**config.mk**
```make
export PLATFORM = sky130hd
export DESIGN_NAME = program_loader_flat
export DESIGN_NICKNAME = d
export VERILOG_FILES = /design/src/rtl/program_loader_if.sv /design/src/rtl/program_loader.sv /design/src/flat_wrapper.sv
export SDC_FILE = /design/constraint.sdc
export NUM_CORES = 1
export LEC_CHECK = 0
export ABC_AREA = 1
export CORE_UTILIZATION = 45
export CTS_CLUSTER_SIZE = 25
export DETAILED_ROUTE_END_ITERATION = 6
export GPL_TIMING_DRIVEN = 0
export PLACE_DENSITY = 0.61
export SETUP_SLACK_MARGIN = 0.05
export SLEW_MARGIN = 30
export SYNTH_ARGS = -nofsm -noshare
export SYNTH_HDL_FRONTEND = slang
export SYNTH_SLANG_ARGS = --single-unit
export TNS_END_PERCENT = 1
```
**constraint.sdc**
```tcl
create_clock -name CLK -period 2.7 [get_ports CLK]
set_input_delay 0.54 -clock CLK [delete_from_list [all_inputs] [get_ports CLK]]
set_output_delay 0.54 -clock CLK [all_outputs]
set_load 0.05 [all_outputs]
```
**src/rtl/program_loader_if.sv**
```systemverilog
//------------------------------------------------------------------------------
// program_loader_if : receive handshake, memory write port and status bundle
// Revision: 1.0
//------------------------------------------------------------------------------
`default_nettype none

interface program_loader_if #(
   parameter int ADDR_W = 16
);
   logic [7:0]        RX_DATA;
   logic              RX_VALID;
   logic              RX_READY;
   logic              STORE;
   logic [ADDR_W-1:0] ADDRESS;
   logic [7:0]        IO;
   logic              CPU_HALT;
   logic              BUSY;
   logic              DONE;
   logic              ERROR;
   logic [1:0]        ERR_CODE;

   modport master (
      input  RX_DATA, RX_VALID,
      output RX_READY, STORE, ADDRESS, IO, CPU_HALT, BUSY, DONE, ERROR, ERR_CODE
   );

   modport slave (
      output RX_DATA, RX_VALID,
      input  RX_READY, STORE, ADDRESS, IO, CPU_HALT, BUSY, DONE, ERROR, ERR_CODE
   );
endinterface

`default_nettype wire

```
**src/rtl/program_loader.sv**
```systemverilog
//------------------------------------------------------------------------------
// program_loader : framed byte-stream boot loader feeding the program memory
// Revision: 1.0
//------------------------------------------------------------------------------
`default_nettype none

module program_loader #(
   parameter int         ADDR_W      = 16,
   parameter int         MAX_ADDR    = 260,
   parameter logic [7:0] SYNC_BYTE   = 8'hA5,
   parameter int         TIMEOUT_CYC = 50000
) (
   input  logic                 CLK,
   input  logic                 RST_N,
   program_loader_if.master     bus
);
   localparam int c_TW = $clog2(TIMEOUT_CYC + 1);

   typedef enum logic [2:0] {
      S_IDLE = 3'd0,
      S_AHI  = 3'd1,
      S_ALO  = 3'd2,
      S_CNT  = 3'd3,
      S_DATA = 3'd4,
      S_CHK  = 3'd5
   } state_t;

   state_t            r_state;
   logic              r_ready;
   logic              r_store;
   logic [ADDR_W-1:0] r_address;
   logic [7:0]        r_io;
   logic              r_halt;
   logic              r_done;
   logic              r_error;
   logic [1:0]        r_err_code;
   logic [7:0]        r_sum;
   logic [7:0]        r_ahi;
   logic [ADDR_W-1:0] r_cur;
   logic [8:0]        r_rem;
   logic [c_TW-1:0]   r_tcnt;

   logic              w_accept;
   logic [7:0]        w_sum;
   logic [8:0]        w_n;
   logic [ADDR_W:0]   w_last;
   logic              w_range_err;
   logic              w_timeout;

   assign w_accept    = bus.RX_VALID & r_ready;
   assign w_sum       = r_sum + bus.RX_DATA;
   assign w_n         = (bus.RX_DATA == 8'd0) ? 9'd256 : {1'b0, bus.RX_DATA};
   // One extra bit so a frame running past the top of the address space is caught
   assign w_last      = {1'b0, r_cur} + (ADDR_W+1)'(w_n) - (ADDR_W+1)'(1);
   assign w_range_err = (w_last > (ADDR_W+1)'(MAX_ADDR));
   assign w_timeout   = (r_state != S_IDLE) && !w_accept &&
                        (r_tcnt == c_TW'(TIMEOUT_CYC - 1));

   always_ff @(posedge CLK or negedge RST_N) begin
      if (!RST_N) begin
         r_state    <= S_IDLE;
         r_ready    <= 1'b0;
         r_store    <= 1'b0;
         r_address  <= '0;
         r_io       <= 8'd0;
         r_halt     <= 1'b0;
         r_done     <= 1'b0;
         r_error    <= 1'b0;
         r_err_code <= 2'd0;
         r_sum      <= 8'd0;
         r_ahi      <= 8'd0;
         r_cur      <= '0;
         r_rem      <= 9'd0;
         r_tcnt     <= '0;
      end else begin
         r_ready <= 1'b1;
         r_store <= 1'b0;
         r_done  <= 1'b0;

         if (r_state == S_IDLE || w_accept)
            r_tcnt <= '0;
         else
            r_tcnt <= r_tcnt + c_TW'(1);

         if (w_timeout) begin
            r_error    <= 1'b1;
            r_err_code <= 2'd3;
            r_state    <= S_IDLE;
         end else if (w_accept) begin
            case (r_state)
               S_IDLE: begin
                  if (bus.RX_DATA == SYNC_BYTE) begin
                     r_state    <= S_AHI;
                     r_halt     <= 1'b1;
                     r_error    <= 1'b0;
                     r_err_code <= 2'd0;
                     r_sum      <= 8'd0;
                  end
               end
               S_AHI: begin
                  r_ahi   <= bus.RX_DATA;
                  r_sum   <= w_sum;
                  r_state <= S_ALO;
               end
               S_ALO: begin
                  r_cur   <= ADDR_W'({r_ahi, bus.RX_DATA});
                  r_sum   <= w_sum;
                  r_state <= S_CNT;
               end
               S_CNT: begin
                  r_sum <= w_sum;
                  r_rem <= w_n;
                  if (w_range_err) begin
                     r_error    <= 1'b1;
                     r_err_code <= 2'd1;
                     r_state    <= S_IDLE;
                  end else begin
                     r_state <= S_DATA;
                  end
               end
               S_DATA: begin
                  r_store   <= 1'b1;
                  r_io      <= bus.RX_DATA;
                  r_address <= r_cur;
                  r_cur     <= r_cur + ADDR_W'(1);
                  r_sum     <= w_sum;
                  r_rem     <= r_rem - 9'd1;
                  if (r_rem == 9'd1)
                     r_state <= S_CHK;
               end
               S_CHK: begin
                  // Bad checksum leaves the CPU halted; already-written bytes stay
                  if (w_sum == 8'd0) begin
                     r_done <= 1'b1;
                     r_halt <= 1'b0;
                  end else begin
                     r_error    <= 1'b1;
                     r_err_code <= 2'd2;
                  end
                  r_state <= S_IDLE;
               end
               default: r_state <= S_IDLE;
            endcase
         end
      end
   end

   assign bus.RX_READY = r_ready;
   assign bus.STORE    = r_store;
   assign bus.ADDRESS  = r_address;
   assign bus.IO       = r_io;
   assign bus.CPU_HALT = r_halt;
   assign bus.BUSY     = (r_state != S_IDLE);
   assign bus.DONE     = r_done;
   assign bus.ERROR    = r_error;
   assign bus.ERR_CODE = r_err_code;

endmodule

`default_nettype wire

```
**src/flat_wrapper.sv**
```systemverilog
// flat-port wrapper written by rule: the top's interface ports become plain ports
module program_loader_flat 
#(
   parameter int         ADDR_W      = 16,
   parameter int         MAX_ADDR    = 260,
   parameter logic [7:0] SYNC_BYTE   = 8'hA5,
   parameter int         TIMEOUT_CYC = 50000
)
  (CLK, RST_N, bus_RX_DATA, bus_RX_VALID, bus_RX_READY, bus_STORE, bus_ADDRESS, bus_IO, bus_CPU_HALT, bus_BUSY, bus_DONE, bus_ERROR, bus_ERR_CODE);
  program_loader_if #(.ADDR_W(ADDR_W)) bus_i ();
  input  logic CLK;
  input  logic RST_N;
  input wire logic [$bits(bus_i.RX_DATA)-1:0] bus_RX_DATA;
  input wire logic [$bits(bus_i.RX_VALID)-1:0] bus_RX_VALID;
  output wire logic [$bits(bus_i.RX_READY)-1:0] bus_RX_READY;
  output wire logic [$bits(bus_i.STORE)-1:0] bus_STORE;
  output wire logic [$bits(bus_i.ADDRESS)-1:0] bus_ADDRESS;
  output wire logic [$bits(bus_i.IO)-1:0] bus_IO;
  output wire logic [$bits(bus_i.CPU_HALT)-1:0] bus_CPU_HALT;
  output wire logic [$bits(bus_i.BUSY)-1:0] bus_BUSY;
  output wire logic [$bits(bus_i.DONE)-1:0] bus_DONE;
  output wire logic [$bits(bus_i.ERROR)-1:0] bus_ERROR;
  output wire logic [$bits(bus_i.ERR_CODE)-1:0] bus_ERR_CODE;
  assign bus_i.RX_DATA = bus_RX_DATA;
  assign bus_i.RX_VALID = bus_RX_VALID;
  assign bus_RX_READY = bus_i.RX_READY;
  assign bus_STORE = bus_i.STORE;
  assign bus_ADDRESS = bus_i.ADDRESS;
  assign bus_IO = bus_i.IO;
  assign bus_CPU_HALT = bus_i.CPU_HALT;
  assign bus_BUSY = bus_i.BUSY;
  assign bus_DONE = bus_i.DONE;
  assign bus_ERROR = bus_i.ERROR;
  assign bus_ERR_CODE = bus_i.ERR_CODE;
  program_loader #(.ADDR_W(ADDR_W), .MAX_ADDR(MAX_ADDR), .SYNC_BYTE(SYNC_BYTE), .TIMEOUT_CYC(TIMEOUT_CYC)) u_core (.CLK(CLK), .RST_N(RST_N), .bus(bus_i));
endmodule
```
==> flow_metrics.tcl <==
set metrics [dict create \
    run_status "finished, violations left" \
    violated_checks "negative setup slack" \
    fin_crit_sh_pct 102 \
    synth.net_count 853 \
    final-max-slew-violation-count 0 \
    irDropWorstVdd_v 0.000646 \
    grt_start_max_net_pins 51 \
    r2r_setup_slack_ns 0.01 \
    global_route_wire_length_before_repair_mm 24.8 \
    coreArea_sq_um 12700 \
    critPathLaunchType "primary input" \
    power.share.switching_pct 49.1 \
    worst_setup_path_startpoint "bus_RX_DATA[3]" \
    cellLeakagePower_uw 0.00348 \
    route.antenna.remaining_nets 0 \
    drtIter0Drc 388 \
    critPathSlowestCell "nor4_4" \
    area_growth_syn_to_layout_pct 20.6 \
    worst_r2r_startpoint "u_core.r_cur[1]$_DFFE_PN0P_" \
    gpl.final_weighted_congestion 0.854 \
    post-synth-top-area-cell "dfrtp_1" \
    site_row_count 41 \
    critical_path_buf_inv_count 2 \
    p_seq_share_pct 25.9 \
    worst-r2r-cell-count 19 \
    yosys.area.top_type_share_pct 38.6 \
    post_drt_wl_per_cell_um 14.7 \
    via_per_inst 5.18 \
    cts_tree "yes" \
    criticalPathCategory "primary input to flip-flop" \
    grt_pass1_vias 5100 \
    remaining_drc_errors 0 \
    via_count 5387 \
    antenna_cells 0 \
    start_util_pct 46.5 \
    multi_input_comb_area_sq_um 3220 \
    io_pins 43 \
    clock_tree.root_cell "clkbuf_16" \
    use_met1_pct 30.4 \
    netlist_area_before_placement_sq_um 5890 \
    final-hold-violation-count 0 \
    synth.area.top_cells "dfrtp_1 39%, nand2_1 12%, inv_1 8.6%" \
    setup_slack_ns -0.0480 \
    worstPathCellList "buf_6, nor4_4, nand2_2, ha_4, inv_2, ha_4, nand2_1, nand2_1, nand2_1, nand2_1, a21oi_2, nand2_1, a21oi_2, nand3_2, nor2_4, nand2_2, nand2_4, nand2_4, nand3_1, nand2_1" \
    drv_cap 0 \
    firstDrtPassIters 5 \
    die_area_sq_um 13600 \
    post_synth_num_cell_types 38 \
    initial_antenna_violation_count 0 \
    use_met2_pct 41.3 \
    worst-endpoint-arrival_ns 2.99 \
    combinational_fraction_of_design_power_pct 58.4 \
    syn-instance-count 800 \
    cts_sinks 91 \
    worstPathRequired_ns 2.94 \
    yosysSeqAreaShare_pct 38.6 \
    final-setup-viol-count 3 \
    switchingPower_uw 4200 \
    clock_path_buffers 2 \
    cts-htree-levels 3 \
    power_per_cell_area_nw_per_um2 1210 \
    nFillCells 1239 \
    global_route.usage.met3_pct 3.89 \
    worst_path_dominant_cell_family "simple AND/OR/NAND/NOR gates" \
    yosysWarningCount 0 \
    grt_setup_unrepaired "yes" \
    min_path_type "primary input to async pin" \
    wl_mm 15.3 \
    chipHeight_um 116 \
    clk_latency_ns 0.35 \
    grt-busiest-layer "met2" \
    floorplan.die.width_um 116 \
    internal_power_uw 4370 \
    most_used_cell_cp "nand2_1" \
    critical-path-max-stage-delay_ns 0.31 \
    gr-usage-all-layers_pct 24.2 \
    place_ws_ns -1.25 \
    clkPwrFrac_pct 15.6 \
    post_layout_nonfiller_instances 1040 \
    placement.io_buffers 42 \
    critical_path.max_fanout 4 \
    worstSetupEndpointType "flip-flop" \
    cts-hold-fix-buffers 0 \
    tritoncts.num_buffers 9 \
    timing.clock.skew_ns 0.0125 \
    clk_pin_slew_worst_paths_ns 0.07 \
    yosys_register_bits 91 \
    utilization_pct 56.1 \
    syn_area_per_cell_sq_um 7.37 \
    regToRegEndpoint "u_core.bus.ERR_CODE[0]$_DFFE_PN0P_" \
    final_layout_size_suffix_gt1_share_pct 13.8 \
    dp.final_hpwl_mm 11.5 \
    tightest_slew_ns 0.677 \
    slew_headroom_pct 54.5 \
    num-nets-final 916 \
    min_period_ns 2.75 \
    post-place-cells 1015 \
    fmax_mhz 364 \
    sequential_cell_area_sq_um 2280 \
    global_route.overflow_total 0 \
]
## final cells by class
cell class / count / area share, %
tap: 172 / 3.03
buffer: 15 / 0.933
clock buffer: 12 / 3.61
sequential: 91 / 32.1
inverter: 139 / 7.34
multi-input combinational: 555 / 45.3
clock inverter: 4 / 0.792
timing repair buffer: 52 / 6.97
## repair_timing
action / CTS / global route
setup buffers: 7 / 2
endpoints found under the hold margin: 0 / 0
pin swaps: 16 / 15
gates resized for setup: 73 / 23
setup endpoints to repair: 6 / 4
## routing by layer
layer | part of all wire [%] | up-vias
li1 | - | 2710
met4 | 2.5 | 0
met5 | 0 | -
met2 | 49 | 130
met3 | 3.9 | 22
met1 | 45 | 2525
## sequential cells by signal (all words and copies together) (netlist names)
signal	cells
u_core.bus.CPU_HALT	1
u_core.r_state	3
u_core.r_ahi	8
u_core.r_rem	9
u_core.bus.RX_READY	1
u_core.bus.ERROR	1
u_core.bus.DONE	1
u_core.r_tcnt	16
u_core.bus.IO	8
u_core.bus.ADDRESS	16
u_core.r_sum	8
u_core.r_cur	16
u_core.bus.ERR_CODE	2
u_core.bus.STORE	1
## synth_stat cells (all sizes together)
cell type and number:
a31oi 5, nand4 14, dfrtp 91, and2 2, o221a 1, nand3b 2, o22ai 12, nand3 41
a31o 2, xnor2 6, xor2 9, o311ai 1, ha 40, fa 2, conb 1, nor3 12
buf 9, o21ba 1, nand2 191, inv 139, o21ai 82, or2 2, clkbuf 6, a21oi 48
nor2 74, nor4 6, o211ai 1
## through the flow
| step | power, uW | instance area [sq um] | TNS [ns] | hold WS, ns |
|---|---|---|---|---|
| global placement | 6820 | 6550 | -234.88 | 0.464 |
| floorplan | 5630 | 5920 | 0 | 0.244 |
| global route | 9250 | 7110 | -0.506 | 0.175 |
| CTS | 8490 | 7040 | -0.105 | 0.148 |
| finish | 8570 | 7110 | -0.110 | 0.131 |
| detailed placement | 6910 | 6570 | -5.35 | 0.470 |
## power by group through the flow
stage                     sequential [uW]  clock, uW  combinational [uW]
after CTS                            2220       1360                4910
after detailed placement             2240          0                4670
after floorplan                      2800          0                2830
after global routing                 2280       1420                5550
after global placement               2220          0                4600
final                                2220       1340                5010
## worst max-delay path by stage
stage                                              end  slack, ns  depth (start not counted)
floorplan                 u_core.bus.ERROR$_DFFE_PN0P_       0.05                         22
global placement           u_core.r_tcnt[11]$_DFF_PN0_      -2.53                          1
detailed placement  u_core.bus.ERR_CODE[0]$_DFFE_PN0P_      -1.25                         22
CTS                 u_core.bus.ERR_CODE[1]$_DFFE_PN0P_      -0.04                         22
global route              u_core.bus.ERROR$_DFFE_PN0P_      -0.17                         23
finish              u_core.bus.ERR_CODE[0]$_DFFE_PN0P_      -0.05                         20
## layout by cell type (no fill, tap or decap), drive strengths merged, types with 2 or more instances in the layout
master / n
fa: 2
and2: 2
nand2: 191
xor2: 9
clkinvlp: 2
clkbuf: 18
clkdlybuf4s50: 32
dfrtp: 91
nand4: 14
xnor2: 6
a21oi: 48
o21ai: 82
buf: 28
a31oi: 5
inv: 140
or2: 2
nor4: 6
nand3: 41
o22ai: 12
nand3b: 2
nor2: 74
nor3: 12
ha: 40
a31o: 2
## logic make-up after synthesis
family | count (synthesis) | share of synthesized area [%]
AO/OA/AOI/OAI | 153 | 13.8
XOR/XNOR | 15 | 2.23
adder cells (fa/ha/maj) | 42 | 9.17
buffers and inverters | 154 | 9.98
flip-flops | 91 | 38.6
other | 1 | 0.0636
AND/OR/NAND/NOR | 344 | 26.1
No activity file was read; power rests on OpenSTA's default activity.
==> patch 1, RTL diff (same settings) <==
`TIMEOUT_CYC` is set to 50000 in 2 places; all go to 100000.
--- a/src/rtl/program_loader.sv
+++ b/src/rtl/program_loader.sv
@@ -10,3 +10,3 @@
    parameter logic [7:0] SYNC_BYTE   = 8'hA5,
-   parameter int         TIMEOUT_CYC = 50000
+   parameter int         TIMEOUT_CYC = 100000
 ) (
--- a/src/flat_wrapper.sv
+++ b/src/flat_wrapper.sv
@@ -6,3 +6,3 @@
    parameter logic [7:0] SYNC_BYTE   = 8'hA5,
-   parameter int         TIMEOUT_CYC = 50000
+   parameter int         TIMEOUT_CYC = 100000
 )
Function: no difference found for any inputs over 4 cycles, from zero or initial values and one cycle with RST_N low; that may be too few to reach the edited logic, so the function may still have changed.
==> patch 1 against the original RTL <==
  * Critical path depth increased by 1
  * Synthesized area increased by 2.3%
  * Total power increased by 5.7%
  * Sequential cell count increased by 1
  * Design area increased by 4.0%
  * Largest cell class unchanged
  * Setup slack improved by 0.063 ns
  * Largest power group unchanged
  * First-iteration DRC count decreased by 18%
  * Routed wire length decreased by 0.14%
  * Clock power decreased by 4%
  * Critical endpoint is now u_core.bus.ERROR
==> patch 1: results (changes against the original RTL) <==
.. list-table::
   :header-rows: 1

   * - Metric
     - Value
   * - Leakage
     - 0.003631 uW (+4.5%)
   * - Met3 routed wirelength
     - 831 um (+41%)
   * - Proportion of cell area spent on the clock network
     - 4.030% (-0.37 points)
   * - Pre-CTS setup slack
     - -1.205 ns (+0.04193 ns)
   * - Multi-input gate area
     - 3337 um2 (+3.7%)
   * - Met2 WL
     - 6749 um (-9.1%)
   * - Buffer share of cell area
     - 8.788% (+0.88 points)
   * - Global-route wire length before repair
     - 25,430 um (+2.5%)
   * - Post-synth cell types
     - 42 (+11%)
   * - M3 GR Usage
     - 4.312% (+0.42 points)
   * - Gpl congestion
     - 0.8567 (+0.34%)
   * - Critical Path Sink
     - u_core.bus.ERROR
   * - Fraction of the mapped netlist area in adder cells
     - 8.970% (-0.20 points)
   * - Share of the yosys chip area belonging to registers
     - 38.21% (-0.44 points)
   * - Highest-delay cell along the critical path
     - sky130_fd_sc_hd__ha_4
   * - Number of fillers in the final layout
     - 1,217 (-1.8%)
   * - M1 GR Usage
     - 32.98% (+2.6 points)
   * - Post-Synth XOR/XNOR Area
     - 2.180% (-0.049 points)
   * - Non-clk bufs
     - 78 (+16%)
   * - Register area
     - 2302 um2 (+0.99%)
   * - Layout cell share with drive strength beyond 1
     - 18.06% (+4.2 points)
   * - Status
     - finished clean
   * - Worst VDD drop
     - 0.6574 mV (+1.7%)
   * - Final Skew
     - 0.007256 ns (-0.005200 ns)
   * - GR Util met2
     - 34.12% (-7.1 points)
   * - Total length of routed wires
     - 15,290 um (-0.14%)
   * - Data arrival time of the worst path
     - 2.97 ns (-0.02 ns)
   * - Number of setup buffers added after CTS
     - 12 (+5)
   * - Logic depth of the worst register-to-register path
     - 20 (+1)
   * - Area fraction in compound gates after synthesis
     - 13.60% (-0.24 points)
   * - Via count
     - 5,622 (+4.4%)
   * - Share of the cycle needed by the critical path after routing
     - 99.43% (-2.3 points)
   * - Reg2reg setup slack
     - 0.07 ns (+0.06 ns)
[patch 1: power by group]
group	total, uW	switching [uW]	internal, uW
registers	2230	368	1870
logic	5550	3590	1960
clock network	1280	558	721
total	9060	4520	4550
[patch 1: stage by stage]
step / utilization [%] / instance area [um2] / hold slack, ns / total power (uW) / std cells
final: 57.62 / 7390 / 0.1219 / 9061 / 1069
after global routing: 57.62 / 7390 / 0.1531 / 9849 / 1069
after CTS: 56.15 / 7201 / 0.1404 / 8740 / 1062
after detailed placement: 52.28 / 6705 / 0.4621 / 7163 / 1034
after global placement: 52.06 / 6676 / 0.4553 / 7081 / 1033
after floorplan: - / 6041 / 0.2444 / 5873 / 819
[patch 1: kinds of logic (layout without fill, tap and decap cells)]
logic type               Yosys count  after routing
AO/OA/AOI/OAI                    147            147
XOR/XNOR                          15             15
adder cells (fa/ha/maj)           42             42
buffers and inverters            171            249
flip-flops                        92             92
other                              1              1
AND/OR/NAND/NOR                  351            351
==> patch 2, RTL diff (same settings) <==
Without the edit above. Re-encode `state_t` (6 states) as one-hot, 6 bits wide.
--- a/src/rtl/program_loader.sv
+++ b/src/rtl/program_loader.sv
@@ -18,9 +18,9 @@
 
-   typedef enum logic [2:0] {
-      S_IDLE = 3'd0,
-      S_AHI  = 3'd1,
-      S_ALO  = 3'd2,
-      S_CNT  = 3'd3,
-      S_DATA = 3'd4,
-      S_CHK  = 3'd5
+   typedef enum logic [5:0] {
+      S_IDLE = 6'b000001,
+      S_AHI  = 6'b000010,
+      S_ALO  = 6'b000100,
+      S_CNT  = 6'b001000,
+      S_DATA = 6'b010000,
+      S_CHK  = 6'b100000
    } state_t;
Formal check against the unedited RTL: same outputs for any inputs over 4 cycles, from zero or initial values and one cycle with RST_N low; so few cycles prove little.
==> patch 2 against the original RTL <==
  * Register-to-register slack better by 0.05 ns
  * Setup slack better by 0.10 ns
  * Sequential cell count up 3
  * Synthesized area rose by 5.3%
  * First-iteration DRC count rose by 15%
  * Die area grew 5.2%
  * Design area increased by 6.1%
  * Total power is 7.7% lower
  * Routed wire length is 4.3% higher
  * Critical path type unchanged
  * Highest routed layer unchanged
==> patch 2: results (changes against the original RTL) <==
.. list-table::
   :header-rows: 1

   * - Metric
     - Value
   * - Number of nets produced by synthesis
     - 896 (+5.0%)
   * - Number of fillers in the final layout
     - 1,253 (+1.1%)
   * - Pre-CTS setup slack
     - -1.218 ns (+0.02933 ns)
   * - Slew HR
     - 60.55% (+6.0 points)
   * - Layout cell share with drive strength beyond 1
     - 15.92% (+2.1 points)
   * - Fraction of the mapped netlist area in adder cells
     - 8.711% (-0.46 points)
   * - Final-report setup violation count
     - 0 (-3)
   * - Reg2reg setup slack
     - 0.06 ns (+0.05 ns)
   * - Data arrival time of the worst path
     - 2.89 ns (-0.10 ns)
   * - Number of global-route vias before repair
     - 5,520 (+8.2%)
   * - Final net count
     - 965 (+5.3%)
   * - Largest fanout of any net on the critical path
     - 5 (+1)
   * - Worst VDD drop
     - 0.6315 mV (-2.3%)
   * - Largest net degree at the start of global routing
     - 55 (+7.8%)
   * - Via count
     - 5,715 (+6.1%)
   * - Share of the yosys chip area belonging to registers
     - 37.93% (-0.71 points)
   * - Slowest cell delay on critical path
     - 0.34 ns (+0.03 ns)
   * - Number of DRC markers in iteration 0
     - 445 (+15%)
   * - Status
     - finished clean
   * - Post-synth cell types
     - 47 (+24%)
   * - Global-route wire length before repair
     - 26,730 um (+7.8%)
   * - Top cells by area in the synthesized netlist
     - sky130_fd_sc_hd__dfrtp_1, sky130_fd_sc_hd__nand2_1, sky130_fd_sc_hd__inv_1, sky130_fd_sc_hd__ha_1, sky130_fd_sc_hd__o21ai_0
   * - Destination of the worst register-to-register timing path
     - u_core.bus.ERR_CODE[1]
   * - Area fraction in compound gates after synthesis
     - 12.52% (-1.3 points)
   * - Detail-routed net length per standard cell
     - 14.61 um (-0.73%)
   * - Total global routing track utilization
     - 23.82% (-0.35 points)
==> patch 2: final cells by class <==
cell class,count,area (um2),share of cell area (%)
tap,176,220.2,2.919
timing repair buffer,58,553.0,7.331
sequential,94,2354,31.20
clock buffer,12,266.5,3.533
clock inverter,4,51.30,0.6800
inverter,146,554.3,7.348
multi-input combinational,589,3477,46.09
buffer,14,67.56,0.8957
==> patch 2: timing repair <==
item                                    4_1_cts  5_1_grt
setup buffers                                 9        6
pin swaps                                    14       21
gates resized for setup                      78       30
cloned                                        0        0
endpoints found under the setup margin        6        5
==> patch 2: routing by layer <==
layer	up-vias	global-route usage (%)	wire, um
met3	23	4.693	776
met4	0	7.187	291
met1	2691	32.56	7764
met2	134	38.08	7138
met5	-	0	0
li1	2867	-	-
==> patch 2: worst max path at each step <==
stage	to	slack [ns]	depth (start not counted)
CTS	u_core.bus.ERR_CODE[1]	0.05	20
floorplan	u_core.bus.ERR_CODE[1]	0.06	21
detailed placement	u_core.bus.ERR_CODE[1]	-1.22	21
finish	u_core.bus.ERR_CODE[1]	0.05	17
global route	u_core.bus.ERR_CODE[1]	-0.12	20
global placement	u_core.r_sum[4]	-2.49	1
==> patch 2: power breakdown <==
| part | total (uW) | switching, uW | leakage, uW | internal [uW] |
|---|---|---|---|---|
| clock | 1360 | 563 | 0.000155 | 796 |
| sequential | 2030 | 269 | 0.00121 | 1770 |
| combinational | 4520 | 2860 | 0.00242 | 1660 |
| total | 7910 | 3690 | 0.00378 | 4220 |
==> patch 2: through the flow <==
step | std cells | instance area, um2 | hold WS [ns]
3_3_place_gp | 1061 | 6845 | 0.4458
4_1_cts | 1087 | 7412 | 0.1039
2_1_floorplan | 843 | 6205 | 0.2444
3_5_place_dp | 1062 | 6874 | 0.4591
5_1_grt | 1093 | 7543 | 0.1193
6_report | 1093 | 7543 | 0.08943
